[src/rtl/sweep_pkg.sv]
// Shared types and constants for the ping-pong sweep sequencer.
// Holds the FSM state encoding, direction constants and default widths.
package sweep_pkg;

  localparam int DEF_WIDTH = 4;
  localparam int DEF_PRE_W = 16;

  localparam logic DIR_UP = 1'b1;
  localparam logic DIR_DN = 1'b0;

  typedef enum logic [1:0] {
    IDLE   = 2'd0,
    RUN_UP = 2'd1,
    RUN_DN = 2'd2,
    FINISH = 2'd3
  } state_e;

  function automatic logic is_run(input state_e s);
    return (s == RUN_UP) || (s == RUN_DN);
  endfunction

endpackage

[src/rtl/prescale_tick.sv]
// Step pacer: counts enabled cycles and emits a one-cycle tick when the count
// reaches the terminal value, clearing itself on the same edge.
module prescale_tick
  import sweep_pkg::*;
#(
  parameter int PRE_W = DEF_PRE_W
) (
  input  logic             clk,
  input  logic             reset,
  input  logic             clr,
  input  logic             en,
  input  logic [PRE_W-1:0] term,
  output logic             tick
);

  logic [PRE_W-1:0] cnt_q;
  logic [PRE_W-1:0] cnt_d;

  // A pending clear suppresses the tick so an abort never produces a step.
  assign tick = en && !clr && (cnt_q == term);

  // NOTE: cnt_d gets a default before any branch so no latch is inferred.
  always_comb begin
    cnt_d = cnt_q;
    if (clr) begin
      cnt_d = '0;
    end else if (en) begin
      cnt_d = tick ? '0 : cnt_q + PRE_W'(1);
    end
  end

  // NOTE: sequential state uses non-blocking assignments only.
  always_ff @(posedge clk or posedge reset) begin
    if (reset) begin
      cnt_q <= '0;
    end else begin
      cnt_q <= cnt_d;
    end
  end

endmodule

[src/rtl/sweep_sequencer.sv]
// Drives an up/down counter through ping-pong sweeps between latched limits,
// issuing dir plus a paced one-cycle step enable and tracking the position.
module sweep_sequencer
  import sweep_pkg::*;
#(
  parameter int WIDTH = DEF_WIDTH,
  parameter int PRE_W = DEF_PRE_W
) (
  input  logic             clk,
  input  logic             reset,
  input  logic             start,
  input  logic             abort,
  input  logic [WIDTH-1:0] lo,
  input  logic [WIDTH-1:0] hi,
  input  logic [7:0]       sweeps,
  input  logic [PRE_W-1:0] pre_up,
  input  logic [PRE_W-1:0] pre_dn,
  output logic             step,
  output logic             dir,
  output logic [WIDTH-1:0] pos,
  output logic             busy,
  output logic             done,
  output logic             err
);

  state_e           state_q, state_d;
  logic [WIDTH-1:0] pos_q, pos_d;
  logic             dir_q, dir_d;
  logic             busy_q, busy_d;
  logic             done_q, done_d;
  logic             err_q, err_d;
  logic [WIDTH-1:0] lo_q, lo_d;
  logic [WIDTH-1:0] hi_q, hi_d;
  logic [7:0]       sweeps_q, sweeps_d;
  logic [7:0]       sweep_cnt_q, sweep_cnt_d;
  logic [PRE_W-1:0] pre_up_q, pre_up_d;
  logic [PRE_W-1:0] pre_dn_q, pre_dn_d;

  logic             run;
  logic             tick;
  logic [PRE_W-1:0] term;
  logic [WIDTH-1:0] pos_inc;
  logic [WIDTH-1:0] pos_dec;

  assign run     = is_run(state_q);
  assign term    = (state_q == RUN_DN) ? pre_dn_q : pre_up_q;
  assign pos_inc = pos_q + WIDTH'(1);
  assign pos_dec = pos_q - WIDTH'(1);

  // Counter is held at zero outside the run states, so each run starts fresh.
  prescale_tick #(
    .PRE_W (PRE_W)
  ) u_pace (
    .clk   (clk),
    .reset (reset),
    .clr   (abort || !run),
    .en    (run),
    .term  (term),
    .tick  (tick)
  );

  always_comb begin
    state_d     = state_q;
    pos_d       = pos_q;
    dir_d       = dir_q;
    busy_d      = busy_q;
    done_d      = 1'b0;
    err_d       = 1'b0;
    lo_d        = lo_q;
    hi_d        = hi_q;
    sweeps_d    = sweeps_q;
    sweep_cnt_d = sweep_cnt_q;
    pre_up_d    = pre_up_q;
    pre_dn_d    = pre_dn_q;

    unique case (state_q)
      IDLE: begin
        if (start && !abort) begin
          if (lo < hi) begin
            lo_d        = lo;
            hi_d        = hi;
            sweeps_d    = sweeps;
            pre_up_d    = pre_up;
            pre_dn_d    = pre_dn;
            pos_d       = lo;
            dir_d       = DIR_UP;
            sweep_cnt_d = sweeps;
            busy_d      = 1'b1;
            state_d     = RUN_UP;
          end else begin
            err_d = 1'b1;
          end
        end
      end

      RUN_UP: begin
        if (tick) begin
          pos_d = pos_inc;
          if (pos_inc == hi_q) begin
            dir_d   = DIR_DN;
            state_d = RUN_DN;
          end
        end
      end

      RUN_DN: begin
        if (tick) begin
          pos_d = pos_dec;
          // Arriving back at lo closes one full lo->hi->lo sweep.
          if (pos_dec == lo_q) begin
            if (sweeps_q == 8'd0) begin
              dir_d   = DIR_UP;
              state_d = RUN_UP;
            end else if (sweep_cnt_q == 8'd1) begin
              busy_d  = 1'b0;
              done_d  = 1'b1;
              state_d = FINISH;
            end else begin
              sweep_cnt_d = sweep_cnt_q - 8'd1;
              dir_d       = DIR_UP;
              state_d     = RUN_UP;
            end
          end
        end
      end

      FINISH: begin
        state_d = IDLE;
      end

      default: begin
        state_d = IDLE;
      end
    endcase

    // Abort overrides everything; pos and dir simply hold.
    if (abort) begin
      state_d = IDLE;
      busy_d  = 1'b0;
      done_d  = 1'b0;
      err_d   = 1'b0;
    end
  end

  always_ff @(posedge clk or posedge reset) begin
    if (reset) begin
      state_q     <= IDLE;
      pos_q       <= '0;
      dir_q       <= DIR_UP;
      busy_q      <= 1'b0;
      done_q      <= 1'b0;
      err_q       <= 1'b0;
      lo_q        <= '0;
      hi_q        <= '0;
      sweeps_q    <= '0;
      sweep_cnt_q <= '0;
      pre_up_q    <= '0;
      pre_dn_q    <= '0;
    end else begin
      state_q     <= state_d;
      pos_q       <= pos_d;
      dir_q       <= dir_d;
      busy_q      <= busy_d;
      done_q      <= done_d;
      err_q       <= err_d;
      lo_q        <= lo_d;
      hi_q        <= hi_d;
      sweeps_q    <= sweeps_d;
      sweep_cnt_q <= sweep_cnt_d;
      pre_up_q    <= pre_up_d;
      pre_dn_q    <= pre_dn_d;
    end
  end

  assign step = tick;
  assign dir  = dir_q;
  assign pos  = pos_q;
  assign busy = busy_q;
  assign done = done_q;
  assign err  = err_q;

endmodule

[config.mk]
export PLATFORM = sky130hd
export DESIGN_NAME = sweep_sequencer
export DESIGN_NICKNAME = d
export VERILOG_FILES = /design/src/rtl/sweep_pkg.sv /design/src/rtl/prescale_tick.sv /design/src/rtl/sweep_sequencer.sv
export SDC_FILE = /design/constraint.sdc
export NUM_CORES = 1
export LEC_CHECK = 0
export BUFFER_PORTS_ARGS = -buffer_cell sky130_fd_sc_hd__buf_2
export CORE_MARGIN = 4
export CORE_UTILIZATION = 40
export DETAILED_ROUTE_END_ITERATION = 10
export GPL_ROUTABILITY_DRIVEN = 0
export PLACE_DENSITY_LB_ADDON = 0.12
export SLEW_MARGIN = 20
export SYNTH_ARGS = -nofsm -noshare
export SYNTH_HDL_FRONTEND = slang
export SYNTH_SLANG_ARGS = --single-unit
[constraint.sdc]
create_clock -name clk -period 4 [get_ports clk]
set_input_delay 0.2 -clock clk [delete_from_list [all_inputs] [get_ports clk]]
set_output_delay 0.2 -clock clk [all_outputs]
set_load 0.05 [all_outputs]
==> reports/results.txt, run 1 <==
CP delay by family, top - simple AND/OR/NAND/NOR gates
CTS Hold Bufs - 1
Area growth, synth to finish - 16.8%
outcome - complete, no violations
PortBufs - 60
Pwr Density - 720 nW/um^2
min Tclk post-route - 3.18 ns
post-synthesis mux area share - 0.165
max_slew headroom - 0.503
initial antenna violation count - 0
Initial Util - 0.413
final setup fails - 0
synthesized area - 4520 um^2
vias - 3,344
Synth Area in Compound Gates - 0.0837
synthesis warning total - 0
biggest area consumer among synthesized cells - dfrtp_1
Synth Area in Adders - 0.0360
sw frac - 0.370
clk buf depth - 2
Clock Tree Root - clkbuf_16
CP peak stage delay - 0.67 ns
CP Class - reg2reg
clk sinks - 82
Seq cells post-synth - 82
number of synthesized flops with an enable pin - 0
Max Cap Viol - 0
# DRC - 0
element type at the critical path end - flop
Comb power frac - 0.399
Synth top area share - 0.449
final non-filler cell area - 5270 um^2
largest net degree at the start of global routing - 43
placed cell areas - 4960 um^2
layout cell share with drive strength beyond 1 - 0.282
TNS Setup - 0 ns
Post-Syn Nets - 482
DR iter-0 viols - 142
Max FO, Critical Path - 17
largest family of logic cells by synthesized area - multiplexers
Vias/cell - 5.38
Pwr Total - 3800 uW
PostCTS Resize Cnt - 0
Hold WC Path Type - in2reg
async set-or-reset flop fraction in the synthesized netlist - 1.00
Leak - 0.00227 uW
largest cells by area after synthesis - dfrtp_1 45%, mux2_2 12%, xor2_1 5.2%
drt pass-1 iters - 4
sequential share of power - 0.375
CP Data Arrival Time - 3.43 ns
Post-CTS Setup Bufs - 0
post-synthesis sequential area ratio - 0.455
Die Span X - 114 um
num rows - 38
vias in the first global route - 3,447
post-route ant nets - 0
IO Count - 61
xor/xnor share of the synthesized area - 0.0845
Final HPWL DP - 7810 um
Die Span Y - 114 um
Worst-Margin Slew - 0.741 ns
# diodes - 0
clock power share - 0.226
Worst path slowest cell - or4_4
Worst VDD drop - 0.419 mV
Final WS setup - 0.816 ns
Final #Nets - 543
routed wire length - 10,500 um
CTS tree - yes
Simple-Gate Fraction of Synth Area - 0.144
Tot GR Track Use - 0.171
Worst Path Buf+Inv - 1
total CTS buffers - 9
RSZ-0062 raised after global routing - no
dpl ws - 0.829 ns
total congestion overflow - 0
WP data required - 4.25 ns
cell chain of the critical path - inv_1, ha_2, mux2i_1, xor2_1, nand4b_1, or4_4, or4_1, o211ai_1
core area - 10,900 um^2
Worst Skew - 0.00742 ns
Period Utilization, post-route - 0.796
Netlist cell types - 56
depth of the CTS H-tree - 3
count leader, synth - dfrtp_1
achievable clock frequency - 314 MHz
first-pass GRT wire length - 17,500 um
max-slew violation count - 0
Routed wire per std cell - 16.8 um
Critical Path Start Type - flop
Die ar. - 13,100 um^2
Post-synth top cells - 81 x dfrtp_1, 50 x mux2_2, 32 x nor2_1
net switching power - 1400 uW
Cell Int Power - 2390 uW
final hold viol count - 0
worst skew pair latency - 0.34 ns
Reg clk slew, reported paths - 0.06 ns
Mapped Avg Cell Area - 10.8 um^2
Synth Flop Type - dfrtp_1
Synth Instances - 417
## worst paths after layout
check	startpoint	to	slack, ns	cells past startpoint
max in group asynchronous	reset	dir	2.49	4
worst min-delay path	pre_dn[6]	pre_dn_q[6]	0.09	2
worst max-delay path	state_q[0]	sweep_cnt_q[6]	0.82	8
worst max register to register	state_q[0]	sweep_cnt_q[6]	0.82	8
min in group asynchronous	reset	pre_up_q[1]	0.49	3
worst min register to register	dir	dir	0.49	2
## registers in the layout (all words and copies together), names as in the netlist
register / flops
sweep_cnt_q: 8
sweeps_q: 8
pre_up_q: 16
lo_q: 4
dir: 1
state_q: 2
err: 1
pre_dn_q: 16
hi_q: 4
u_pace.cnt_q: 16
done: 1
pos: 4
busy: 1
## final cells by class
cell class / instances / area (um^2)
multi-input combinational: 300 / 2320
timing repair buffer: 66 / 348
inverter: 19 / 72.6
sequential: 82 / 2050
tap: 140 / 175
fill: 1037 / 5660
clock inverter: 3 / 65.1
clock buffer: 12 / 236
## kinds of logic (layout without fill, tap and decap cells)
group,after synthesis,after routing
compound gates,54,54
xor+xnor,42,42
fa+ha+maj,13,13
buf+inv,35,100
flops,82,82
mux,68,68
simple gates,123,123
## layout by cell type (no fill, tap or decap), drive strengths merged, types with 13 or more instances in the layout
cell / n
dfrtp: 81
buf: 65
mux2: 50
nor2: 32
xor2: 27
nand2: 23
mux2i: 18
inv: 17
nand3: 14
xnor2: 14
ha: 13
## layer usage
metal / routed length (um) / up-vias / track usage / share of wire
met5: 0 / - / 0 / 0
met4: 152 / 0 / 0.0515 / 0.015
met3: 439 / 12 / 0.0476 / 0.042
met2: 5250 / 68 / 0.290 / 0.50
met1: 4630 / 1653 / 0.213 / 0.44
li1: - / 1611 / - / -
## stage by stage
step / utilization / std cells / hold WS (ns)
after floorplan: - / 417 / 0.273
after global placement: 0.454 / 606 / 0.327
after detailed placement: 0.454 / 606 / 0.342
after CTS: 0.482 / 622 / 0.0777
after global routing: 0.482 / 622 / 0.0816
final: 0.482 / 622 / 0.0913
## worst register-to-register path: stages (launching register included)
cell,delay (ns)
dfrtp_1,0.41
inv_1,0.14
ha_2,0.54
mux2i_1,0.29
xor2_1,0.23
nand4b_1,0.18
or4_4,0.67
or4_1,0.54
o211ai_1,0.10
## power groups by stage
stage	registers [uW]	logic (uW)	clock network, uW
after CTS	1430	1530	883
after global routing	1470	1680	917
after detailed placement	1440	1520	0
final	1420	1520	857
after global placement	1450	1490	0
after floorplan	1410	1170	0
No activity file was read; power rests on OpenSTA's default activity.
==> run 2, diff against run 1 <==
- ABC_AREA: default -> 1
- clock period: 4 -> 2.9 ns (I/O delays scaled with it)
==> run 2 against run 1 <==
Compared with the run above: final cell count rose by 35%; core utilization fell by 1.3 points; area after synthesis rose by 8.4%; setup slack got worse by 0.55 ns; sequential power rose by 37%; critical endpoint is now step.
==> reports/results.txt, run 2 <==
Initial Util - 0.408
Synth Instances - 624
Period Utilization, post-route - 0.908
Pwr Total - 5470 uW
outcome - complete, no violations
CTS tree - yes
Routed wire per std cell - 14.1 um
Max Cap Viol - 0
Mapped Avg Cell Area - 7.85 um^2
Hold WC Path Type - in2reg
Worst VDD drop - 0.460 mV
Pwr Density - 970 nW/um^2
routed wire length - 11,800 um
net switching power - 2260 uW
drt pass-1 iters - 4
sw frac - 0.413
Final #Nets - 751
Worst-Margin Slew - 0.786 ns
total CTS buffers - 9
post-synthesis mux area share - 0.0644
layout cell share with drive strength beyond 1 - 0.209
Synth top area share - 0.414
clock power share - 0.208
clk sinks - 82
final setup fails - 0
WP data required - 2.76 ns
initial antenna violation count - 0
CP Data Arrival Time - 2.49 ns
worst skew pair latency - 0.35 ns
biggest area consumer among synthesized cells - dfrtp_1
Synth Area in Adders - 0.0332
final non-filler cell area - 5630 um^2
Worst Skew - 0.0103 ns
placed cell areas - 5320 um^2
# diodes - 0
min Tclk post-route - 2.63 ns
Synth Area in Compound Gates - 0.0940
Final HPWL DP - 8850 um
first-pass GRT wire length - 20,000 um
dpl ws - 0.363 ns
CP Class - reg2out
DR iter-0 viols - 191
max_slew headroom - 0.476
Leak - 0.00283 uW
number of synthesized flops with an enable pin - 0
xor/xnor share of the synthesized area - 0.0197
PortBufs - 60
Reg clk slew, reported paths - 0.06 ns
Die ar. - 14,100 um^2
Area growth, synth to finish - 15.1%
synthesized area - 4900 um^2
# DRC - 0
achievable clock frequency - 380 MHz
final hold viol count - 0
max-slew violation count - 0
sequential share of power - 0.356
element type at the critical path end - output pin
async set-or-reset flop fraction in the synthesized netlist - 1.00
Die Span X - 119 um
synthesis warning total - 0
Synth Flop Type - dfrtp_1
Comb power frac - 0.436
Max FO, Critical Path - 11
Clock Tree Root - clkbuf_16
largest family of logic cells by synthesized area - simple AND/OR/NAND/NOR gates
post-synthesis sequential area ratio - 0.419
depth of the CTS H-tree - 3
commonest non-fill, non-tap cells in the layout - 176 x nand2_1, 80 x dfrtp_1, 76 x inv_1
biggest regs - pre_dn_q x16, pre_up_q x16, u_pace.cnt_q x16
Final WS setup - 0.267 ns
core area - 12,000 um^2
total congestion overflow - 0
Seq cells post-synth - 82
count leader, synth - nand2_1
largest net degree at the start of global routing - 52
fill count - 1,251
commonest non-fill, non-tap cell in the layout - nand2_1
Vias/cell - 5.03
vias - 4,209
Critical Path Start Type - flop
Tot GR Track Use - 0.177
Simple-Gate Fraction of Synth Area - 0.285
num rows - 40
clk buf depth - 2
Cell Int Power - 3210 uW
Netlist cell types - 40
largest cells by area after synthesis - dfrtp_1 41%, nand2_1 13%, mux2_2 6.4%
Die Span Y - 119 um
vias in the first global route - 4,161
Post-Syn Nets - 689
IO Count - 61
post-route ant nets - 0
Post-synth top cells - 176 x nand2_1, 81 x dfrtp_1, 77 x inv_1
## run 2: cell types whose count changed in the layout (fill, tap and decap cells not counted), sizes merged, moves of 5 or more
| cell | previous run | this run |
|---|---|---|
| mux2 | 50 | 28 |
| and3 | 6 | 1 |
| nor2b | 5 | 0 |
| nor4 | 7 | 1 |
| nor2 | 32 | 57 |
| mux2i | 18 | 0 |
| nand3 | 14 | 42 |
| o21ai | 9 | 45 |
| xnor2 | 14 | 2 |
| a21oi | 7 | 19 |
| nand2 | 23 | 188 |
| o22ai | 6 | 1 |
| xor2 | 27 | 9 |
| inv | 17 | 77 |
## run 2: through the flow
step,std cells,hold slack (ns),TNS (ns),util
floorplan,624,0.296,0,-
global route,837,0.0291,-0.00843,0.469
finish,837,0.0294,0,0.469
CTS,837,0.0206,0,0.468
detailed placement,821,0.310,0,0.443
global placement,821,0.308,0,0.443
## run 2: final timing paths
check | slack [ns] | from | to | cells after the start
min in group asynchronous | 0.45 | reset | sweeps_q[2] | 3
worst min register to register | 0.46 | dir | dir | 2
worst min-delay path | 0.03 | pre_dn[15] | pre_dn_q[15] | 2
max in group asynchronous | 1.60 | reset | dir | 4
worst max register to register | 0.47 | state_q[0] | sweep_cnt_q[2] | 14
worst max-delay path | 0.27 | state_q[0] | step | 12
## run 2: repair_timing
action | in CTS | in global routing
endpoints found under the hold margin | 42 | 0
resized for setup | 0 | 5
setup buffers | 0 | 0
hold buffers | 1 | 0
endpoints found under the setup margin | 0 | 1
## run 2: area by class of cell
cell class	count	area [um^2]	share of cell area
Clock buffer	12	246	0.0438
Clock inverter	3	40.0	0.00711
Inverter	78	299	0.0531
Multi-Input combinational cell	447	2440	0.434
Sequential cell	82	2050	0.365
Tap cell	147	184	0.0327
Timing Repair Buffer	68	365	0.0649
## run 2: critical path, stage by stage, from the launching register on
cell,delay (ns)
dfrtp_1,0.42
inv_1,0.16
ha_4,0.25
buf_4,0.21
nand2_1,0.08
nand3_1,0.09
nand2_1,0.07
nor2_1,0.11
nand4_1,0.11
nor3b_1,0.19
nand3_1,0.17
inv_1,0.09
buf_4,0.19
## run 2: routing by layer
metal	global-route usage	routed length [um]	up-vias	part of all wire
met5	0	0	-	0
met4	0.0623	189	0	0.016
met3	0.0354	454	14	0.038
met2	0.309	5980	69	0.51
met1	0.216	5180	2000	0.44
li1	-	-	2126	-
## run 2: logic make-up (layout without fill, tap and decap cells)
| group | count (synthesis) | in the layout |
|---|---|---|
| xor+xnor | 11 | 11 |
| compound gates | 76 | 76 |
| flops | 82 | 82 |
| fa+ha+maj | 13 | 13 |
| simple gates | 319 | 319 |
| buf+inv | 95 | 161 |
| mux | 28 | 28 |
## run 2: power groups by stage
stage	Clock, uW	Sequential [uW]	Combinational [uW]
floorplan	0	1990	1830
global placement	0	1960	2340
detailed placement	0	1960	2380
CTS	1170	1950	2400
global route	1220	2010	2740
finish	1140	1940	2380
